`src/rtl/rf_pkg.sv`:
```
// Shared sizes and types for the RV32I integer register file and its
// in-flight write scoreboard.
package rf_pkg;

  localparam int WIDTH  = 32;
  localparam int ADDR_W = 5;
  localparam int CNT_W  = 2;
  localparam int NREGS  = 1 << ADDR_W;

  typedef logic [ADDR_W-1:0] reg_idx_t;
  typedef logic [WIDTH-1:0]  word_t;
  typedef logic [CNT_W-1:0]  cnt_t;

  localparam reg_idx_t A0_IDX  = reg_idx_t'(10);
  localparam cnt_t     CNT_MAX = '1;

endpackage

```
`src/rtl/reg_file_wb_if.sv`:
```
// Bundle of writeback, decode-read and scoreboard signals between the
// pipeline (master) and the register file (slave).
interface reg_file_wb_if;
  import rf_pkg::*;

  logic     RegWriteW;
  reg_idx_t RdW;
  word_t    ResultW;
  reg_idx_t A1;
  reg_idx_t A2;
  word_t    RD1;
  word_t    RD2;
  logic     IssueD;
  reg_idx_t RdD;
  logic     CancelE;
  reg_idx_t RdE;
  logic     StallD;
  word_t    a0;

  modport master (
    output RegWriteW, RdW, ResultW, A1, A2, IssueD, RdD, CancelE, RdE,
    input  RD1, RD2, StallD, a0
  );

  modport slave (
    input  RegWriteW, RdW, ResultW, A1, A2, IssueD, RdD, CancelE, RdE,
    output RD1, RD2, StallD, a0
  );

endinterface

```
`src/rtl/rf_scoreboard.sv`:
```
// Per-register in-flight write counters (saturating) and decode stall.
// REGFILE_BYPASS_EN lets a final writeback release the stall in its own cycle.
module rf_scoreboard
  import rf_pkg::*;
(
  input  logic     clk,
  input  logic     rst_n,
  input  logic     issue_en,
  input  reg_idx_t issue_rd,
  input  logic     wb_en,
  input  reg_idx_t wb_rd,
  input  logic     cancel_en,
  input  reg_idx_t cancel_rd,
  input  reg_idx_t src1,
  input  reg_idx_t src2,
  output logic     stall
);

  cnt_t             cnt_q [NREGS];
  cnt_t             cnt_d [NREGS];
  logic [NREGS-1:0] underflow;
  logic             busy1;
  logic             busy2;

  // One extra bit of headroom plus a sign bit: the sum spans -2..+4.
  always_comb begin
    logic [CNT_W+1:0] sum;
    sum       = '0;
    underflow = '0;
    cnt_d[0]  = '0;
    for (int r = 1; r < NREGS; r++) begin
      sum = {2'b00, cnt_q[r]}
          + {{(CNT_W+1){1'b0}}, (issue_en  && (issue_rd  == reg_idx_t'(r)))}
          - {{(CNT_W+1){1'b0}}, (wb_en     && (wb_rd     == reg_idx_t'(r)))}
          - {{(CNT_W+1){1'b0}}, (cancel_en && (cancel_rd == reg_idx_t'(r)))};
      underflow[r] = sum[CNT_W+1];
      if (sum[CNT_W+1]) begin
        cnt_d[r] = '0;
      end else if (sum[CNT_W]) begin
        cnt_d[r] = CNT_MAX;
      end else begin
        cnt_d[r] = sum[CNT_W-1:0];
      end
    end
  end

  always_ff @(posedge clk) begin
    if (!rst_n) begin
      cnt_q <= '{default: '0};
    end else begin
      cnt_q <= cnt_d;
    end
  end

  always_comb begin
    busy1 = (src1 != '0) && (cnt_q[src1] != '0);
    busy2 = (src2 != '0) && (cnt_q[src2] != '0);
`ifdef REGFILE_BYPASS_EN
    if (wb_en && (wb_rd == src1) && (cnt_q[src1] == cnt_t'(1))) busy1 = 1'b0;
    if (wb_en && (wb_rd == src2) && (cnt_q[src2] == cnt_t'(1))) busy2 = 1'b0;
`endif
    stall = busy1 | busy2;
  end

  a_no_underflow: assert property (@(posedge clk) disable iff (!rst_n) underflow == '0);
  a_no_issue_on_stall: assert property (@(posedge clk) disable iff (!rst_n) !(issue_en && stall));

endmodule

```
`src/rtl/reg_file_wb.sv`:
```
// RV32I integer register file: writeback port, two async read ports, a0 tap.
// REGFILE_BYPASS_EN makes reads write-through against the current writeback.
module reg_file_wb
  import rf_pkg::*;
(
  input  logic clk,
  input  logic rst_n,
  reg_file_wb_if.slave bus
);

  word_t regs_q [NREGS];
  word_t regs_d [NREGS];
  logic  wr_en;
  logic  byp1;
  logic  byp2;

  assign wr_en = bus.RegWriteW && (bus.RdW != '0);

  always_comb begin
    regs_d = regs_q;
    if (wr_en) begin
      regs_d[bus.RdW] = bus.ResultW;
    end
  end

  always_ff @(posedge clk) begin
    if (!rst_n) begin
      regs_q <= '{default: '0};
    end else begin
      regs_q <= regs_d;
    end
  end

`ifdef REGFILE_BYPASS_EN
  assign byp1 = wr_en && (bus.RdW == bus.A1);
  assign byp2 = wr_en && (bus.RdW == bus.A2);
`else
  assign byp1 = 1'b0;
  assign byp2 = 1'b0;
`endif

  assign bus.RD1 = (bus.A1 == '0) ? '0 : (byp1 ? bus.ResultW : regs_q[bus.A1]);
  assign bus.RD2 = (bus.A2 == '0) ? '0 : (byp2 ? bus.ResultW : regs_q[bus.A2]);
  assign bus.a0  = regs_q[A0_IDX];

  rf_scoreboard u_scoreboard (
    .clk       (clk),
    .rst_n     (rst_n),
    .issue_en  (bus.IssueD),
    .issue_rd  (bus.RdD),
    .wb_en     (bus.RegWriteW),
    .wb_rd     (bus.RdW),
    .cancel_en (bus.CancelE),
    .cancel_rd (bus.RdE),
    .src1      (bus.A1),
    .src2      (bus.A2),
    .stall     (bus.StallD)
  );

endmodule

```
`src/flat_wrapper.sv`:
```
// flat-port wrapper written by rule: the top's interface ports become plain ports
module reg_file_wb_flat import rf_pkg::*;
  (clk, rst_n, bus_RegWriteW, bus_RdW, bus_ResultW, bus_A1, bus_A2, bus_IssueD, bus_RdD, bus_CancelE, bus_RdE, bus_RD1, bus_RD2, bus_StallD, bus_a0);
  reg_file_wb_if bus_i ();
  input  logic clk;
  input  logic rst_n;
  input wire logic [$bits(bus_i.RegWriteW)-1:0] bus_RegWriteW;
  input wire logic [$bits(bus_i.RdW)-1:0] bus_RdW;
  input wire logic [$bits(bus_i.ResultW)-1:0] bus_ResultW;
  input wire logic [$bits(bus_i.A1)-1:0] bus_A1;
  input wire logic [$bits(bus_i.A2)-1:0] bus_A2;
  input wire logic [$bits(bus_i.IssueD)-1:0] bus_IssueD;
  input wire logic [$bits(bus_i.RdD)-1:0] bus_RdD;
  input wire logic [$bits(bus_i.CancelE)-1:0] bus_CancelE;
  input wire logic [$bits(bus_i.RdE)-1:0] bus_RdE;
  output wire logic [$bits(bus_i.RD1)-1:0] bus_RD1;
  output wire logic [$bits(bus_i.RD2)-1:0] bus_RD2;
  output wire logic [$bits(bus_i.StallD)-1:0] bus_StallD;
  output wire logic [$bits(bus_i.a0)-1:0] bus_a0;
  assign bus_i.RegWriteW = bus_RegWriteW;
  assign bus_i.RdW = bus_RdW;
  assign bus_i.ResultW = bus_ResultW;
  assign bus_i.A1 = bus_A1;
  assign bus_i.A2 = bus_A2;
  assign bus_i.IssueD = bus_IssueD;
  assign bus_i.RdD = bus_RdD;
  assign bus_i.CancelE = bus_CancelE;
  assign bus_i.RdE = bus_RdE;
  assign bus_RD1 = bus_i.RD1;
  assign bus_RD2 = bus_i.RD2;
  assign bus_StallD = bus_i.StallD;
  assign bus_a0 = bus_i.a0;
  reg_file_wb u_core (.clk(clk), .rst_n(rst_n), .bus(bus_i));
endmodule
```
`config.mk`:
```
export PLATFORM = sky130hd
export DESIGN_NAME = reg_file_wb_flat
export DESIGN_NICKNAME = d
export VERILOG_FILES = /design/src/rtl/rf_pkg.sv /design/src/rtl/reg_file_wb_if.sv /design/src/rtl/rf_scoreboard.sv /design/src/rtl/reg_file_wb.sv /design/src/flat_wrapper.sv
export SDC_FILE = /design/constraint.sdc
export NUM_CORES = 2
export LEC_CHECK = 0
export BUFFER_PORTS_ARGS = -buffer_cell sky130_fd_sc_hd__buf_2
export CAP_MARGIN = 20
export CORE_MARGIN = 2
export CORE_UTILIZATION = 25
export DETAILED_ROUTE_END_ITERATION = 10
export PLACE_DENSITY = 0.5
export SETUP_SLACK_MARGIN = 0.2
export SYNTH_ARGS = -nofsm -noshare
export SYNTH_HDL_FRONTEND = slang
export SYNTH_SLANG_ARGS = --single-unit
```
`constraint.sdc`:
```
create_clock -name clk -period 7.2 [get_ports clk]
set_clock_uncertainty 0.15 [all_clocks]
set_input_delay 0.36 -clock clk [delete_from_list [all_inputs] [get_ports clk]]
set_output_delay 0.36 -clock clk [all_outputs]
set_load 0.02 [all_outputs]
```
==> out/qor.yml <==
drt_iter0_markers: 4601
r2r-start: "u_core.u_scoreboard.cnt_q[58]"
netlist_area_sq_mm: 0.0597
sequentialPowerShare_pct: 46.1
arrival_ns: 3.90
nFillCells: 24500
ys_seq_elements: 1086
cts_tree: "done"
tightest_slew_ns: 1.12
postCtsSetupRepairBufs: 0
peakVddDrop_mv: 0.172
drtAntennaViolNets: 0
final_common_cell: "nand2_1"
post-route-period-util_pct: 61.3
synth_fp_nets: 6541
worst-path-buf-inv: 4
intPower_mw: 9.84
powerDensity_mw_per_mm2: 199
area_growth_pct: 11.6
hold_path_class: "input port to flop"
cp-startpoint: "bus_A1[4]"
initial_core_util_pct: 25.1
relSlewSlack_pct: 25.6
rows: 179
h-tree-depth: 3
fp.dieH_um: 493
first_pass_iters: 6
swShare_pct: 25.8
antenna_found_initial: 21
synthArstFlopShare_pct: 0
r2r_slack_ns: 5.14
worst_slack_ns: 2.79
grt-ovfl-total: 0
required_ns: 6.69
post-dp-hpwl_um: 134000
cp-start-kind: "input port"
synth_flop_cell: "dfxtp_1"
path_max_fanout: 15
ctsHoldBuffers: 6
fp.coreArea_sq_mm: 0.238
worst-path-stages: 7
synth_edf_count: 0
p_clk_share_pct: 45.3
routedWlPerCell_um: 25.1
cap_violations: 0
multi_input_area_sq_mm: 0.0344
layout_common_cells: "2101 x nand2_1, 1086 x dfxtp_1, 843 x a21boi_0"
min_period_ns: 4.41
end_kind: "output pin"
hold_viol: 0
rsz0062_at_grt: "no"
viasPerCell: 5.10
grt_max_degree: 254
final-setup-viol-count: 0
timing.rr.end: "u_core.u_scoreboard.cnt_q[59]"
grt_pass1_wl_um: 335000
dp.cells: 9137
p_leak_nw: 22.0
num_vias: 47700
cp_cell_sequence: "buf_2 -> inv_1 -> a21oi_2 -> buf_4 -> a22oi_1 -> a21oi_1 -> buf_2"
io_pins: 159
routed_wl_um: 235000
crit_end: "bus_RD1[18]"
grt_use_total_pct: 18.8
ff_latch_area_sq_mm: 0.0217
cts_resized: 0
synth_warnings: 0
io_buffers: 158
clk_latency_ns: 0.74
combPwrFrac_pct: 8.6
ys_seq_area_share_pct: 36.4
rr_worst_depth: 9
worstSetupPathType: "input port to output pin"
die-area_sq_mm: 0.243
die_w_um: 493
gp_congestion: 0.836
cts_buffers: 111
hold_depth: 3
slew_violations: 0
cts_max_path_buffers: 3
fin_setup_tns_ns: 0
crit_slowest_cell: "a21oi_2"
nets: 6306
cpMostUsedCell: "buf_2"
slowest_delay_ns: 0.96
clkTransAtPathRegs_ns: 0.06
clkSinkCount: 1086
critical-path-top-delay-family: "compound AO/OA/AOI/OAI gates"
post-route-drc-count: 0
layout-drive-gt1-share_pct: 18.6
synth_cell_types: 48
fmax_mhz: 227
outcome: "finished clean"
cts_root_buf: "clkbuf_16"
pre_cts_ws_ns: 2.97
postSynthAreaPerCell_sq_um: 9.44
first_global_vias: 46900
layout.cells.non_filler: 9356
net-switching-power_mw: 3.42
synth_cells: 6324
-- per-stage QoR --
stage                     hold slack [ns]  utilization (%)  power [mW]  instance area (sq um)
after floorplan                     0.275                -        6.99                  59700
after global placement              0.291             26.5        7.36                  62900
after detailed placement            0.292             26.5        7.38                  62900
after CTS                         0.00130             28.0        13.4                  66600
after global routing               0.0555             28.0        13.6                  66600
final                              0.0519             28.0        13.3                  66600
-- final cells by class --
cell class              count  area share (%)
diodes                     15          0.0563
repair buffers            266            2.76
well taps                3167            5.95
clock inverters            38           0.597
inverters                 261            1.48
flip-flops and latches   1086            32.6
clock buffers             160            4.90
multi-input cells        4363            51.6
-- logic make-up after synthesis --
group	Yosys count	synth area share, %
AOI/OAI and AO/OA	1189	14.4
buffers and inverters	875	6.32
and+or+nand+nor	2365	15.4
DFF	1086	36.4
adders and majority gates	155	3.64
muxes	654	23.9
-- power by group through the flow --
stage / combinational, mW / clock, mW / sequential, mW
CTS: 1.13 / 6.11 / 6.11
detailed placement: 1.13 / 0 / 6.25
floorplan: 0.759 / 0 / 6.23
finish: 1.14 / 6.01 / 6.11
global route: 1.20 / 6.32 / 6.12
global placement: 1.11 / 0 / 6.24
-- cells in the mapped netlist, types with 2 or more instances --
cell type / instances / area share, %
a22oi_1: 10 / 0.13
a211oi_1: 11 / 0.14
o211ai_1: 4 / 0.050
a21oi_1: 98 / 0.82
mux2_2: 28 / 0.53
nor3b_1: 3 / 0.038
nand3_1: 7 / 0.059
a21boi_0: 843 / 11
a22o_1: 8 / 0.12
nand2_1: 2101 / 13
clkinv_1: 30 / 0.19
dfxtp_1: 1086 / 36
buf_6: 35 / 0.66
mux2i_1: 12 / 0.20
inv_1: 225 / 1.4
clkbuf_1: 437 / 2.7
a21o_1: 2 / 0.025
nand2b_1: 36 / 0.38
buf_1: 42 / 0.26
a21boi_1: 149 / 1.9
o21ai_1: 41 / 0.34
a2111oi_0: 2 / 0.029
buf_2: 59 / 0.49
or3b_2: 2 / 0.029
nand4_1: 2 / 0.021
o22ai_1: 5 / 0.052
inv_2: 6 / 0.038
ha_1: 124 / 2.6
nand3b_1: 3 / 0.038
a31oi_1: 2 / 0.021
nor2b_1: 5 / 0.052
nor3_1: 25 / 0.21
o31ai_1: 2 / 0.025
or2_2: 3 / 0.031
nor2_1: 138 / 0.87
a311oi_1: 2 / 0.029
o21ai_0: 7 / 0.059
buf_4: 41 / 0.52
and2_1: 36 / 0.38
mux4_2: 614 / 23
fa_1: 31 / 1.0
-- worst min path at each step --
stage | startpoint | to | slack, ns
5_1_grt | bus_ResultW[6] | u_core.regs_q[614] | 0.06
6_report | bus_ResultW[15] | u_core.regs_q[815] | 0.05
3_3_place_gp | u_core.regs_q[1006] | u_core.regs_q[1006] | 0.29
4_1_cts | bus_ResultW[3] | u_core.regs_q[771] | 0.001
3_5_place_dp | u_core.regs_q[1019] | u_core.regs_q[1019] | 0.29
2_1_floorplan | u_core.regs_q[1004] | u_core.regs_q[1004] | 0.27
-- state kept, by name, summed over array words and instances, names as in the netlist --
register	cells
u_core.bus.a0	32
u_core.regs_q	992
u_core.u_scoreboard.cnt_q	62
-- worst register-to-register path, stage by stage (launching register included) --
cell and delay, ns:
dfxtp_1 0.37, fa_1 0.42, inv_1 0.07, ha_1 0.22
inv_1 0.07, ha_1 0.14, inv_1 0.05, ha_1 0.19
nand2b_1 0.16, a21oi_1 0.15
-- routing by layer --
metal	global-route usage, %	wire length (um)	vias to the layer above
met1	22.2	89700	24000
met4	11.3	15100	2
li1	-	-	21200
met2	32.4	115000	1940
met3	2.61	15300	571
met5	0	7	-
No activity file was read; power rests on OpenSTA's default activity.
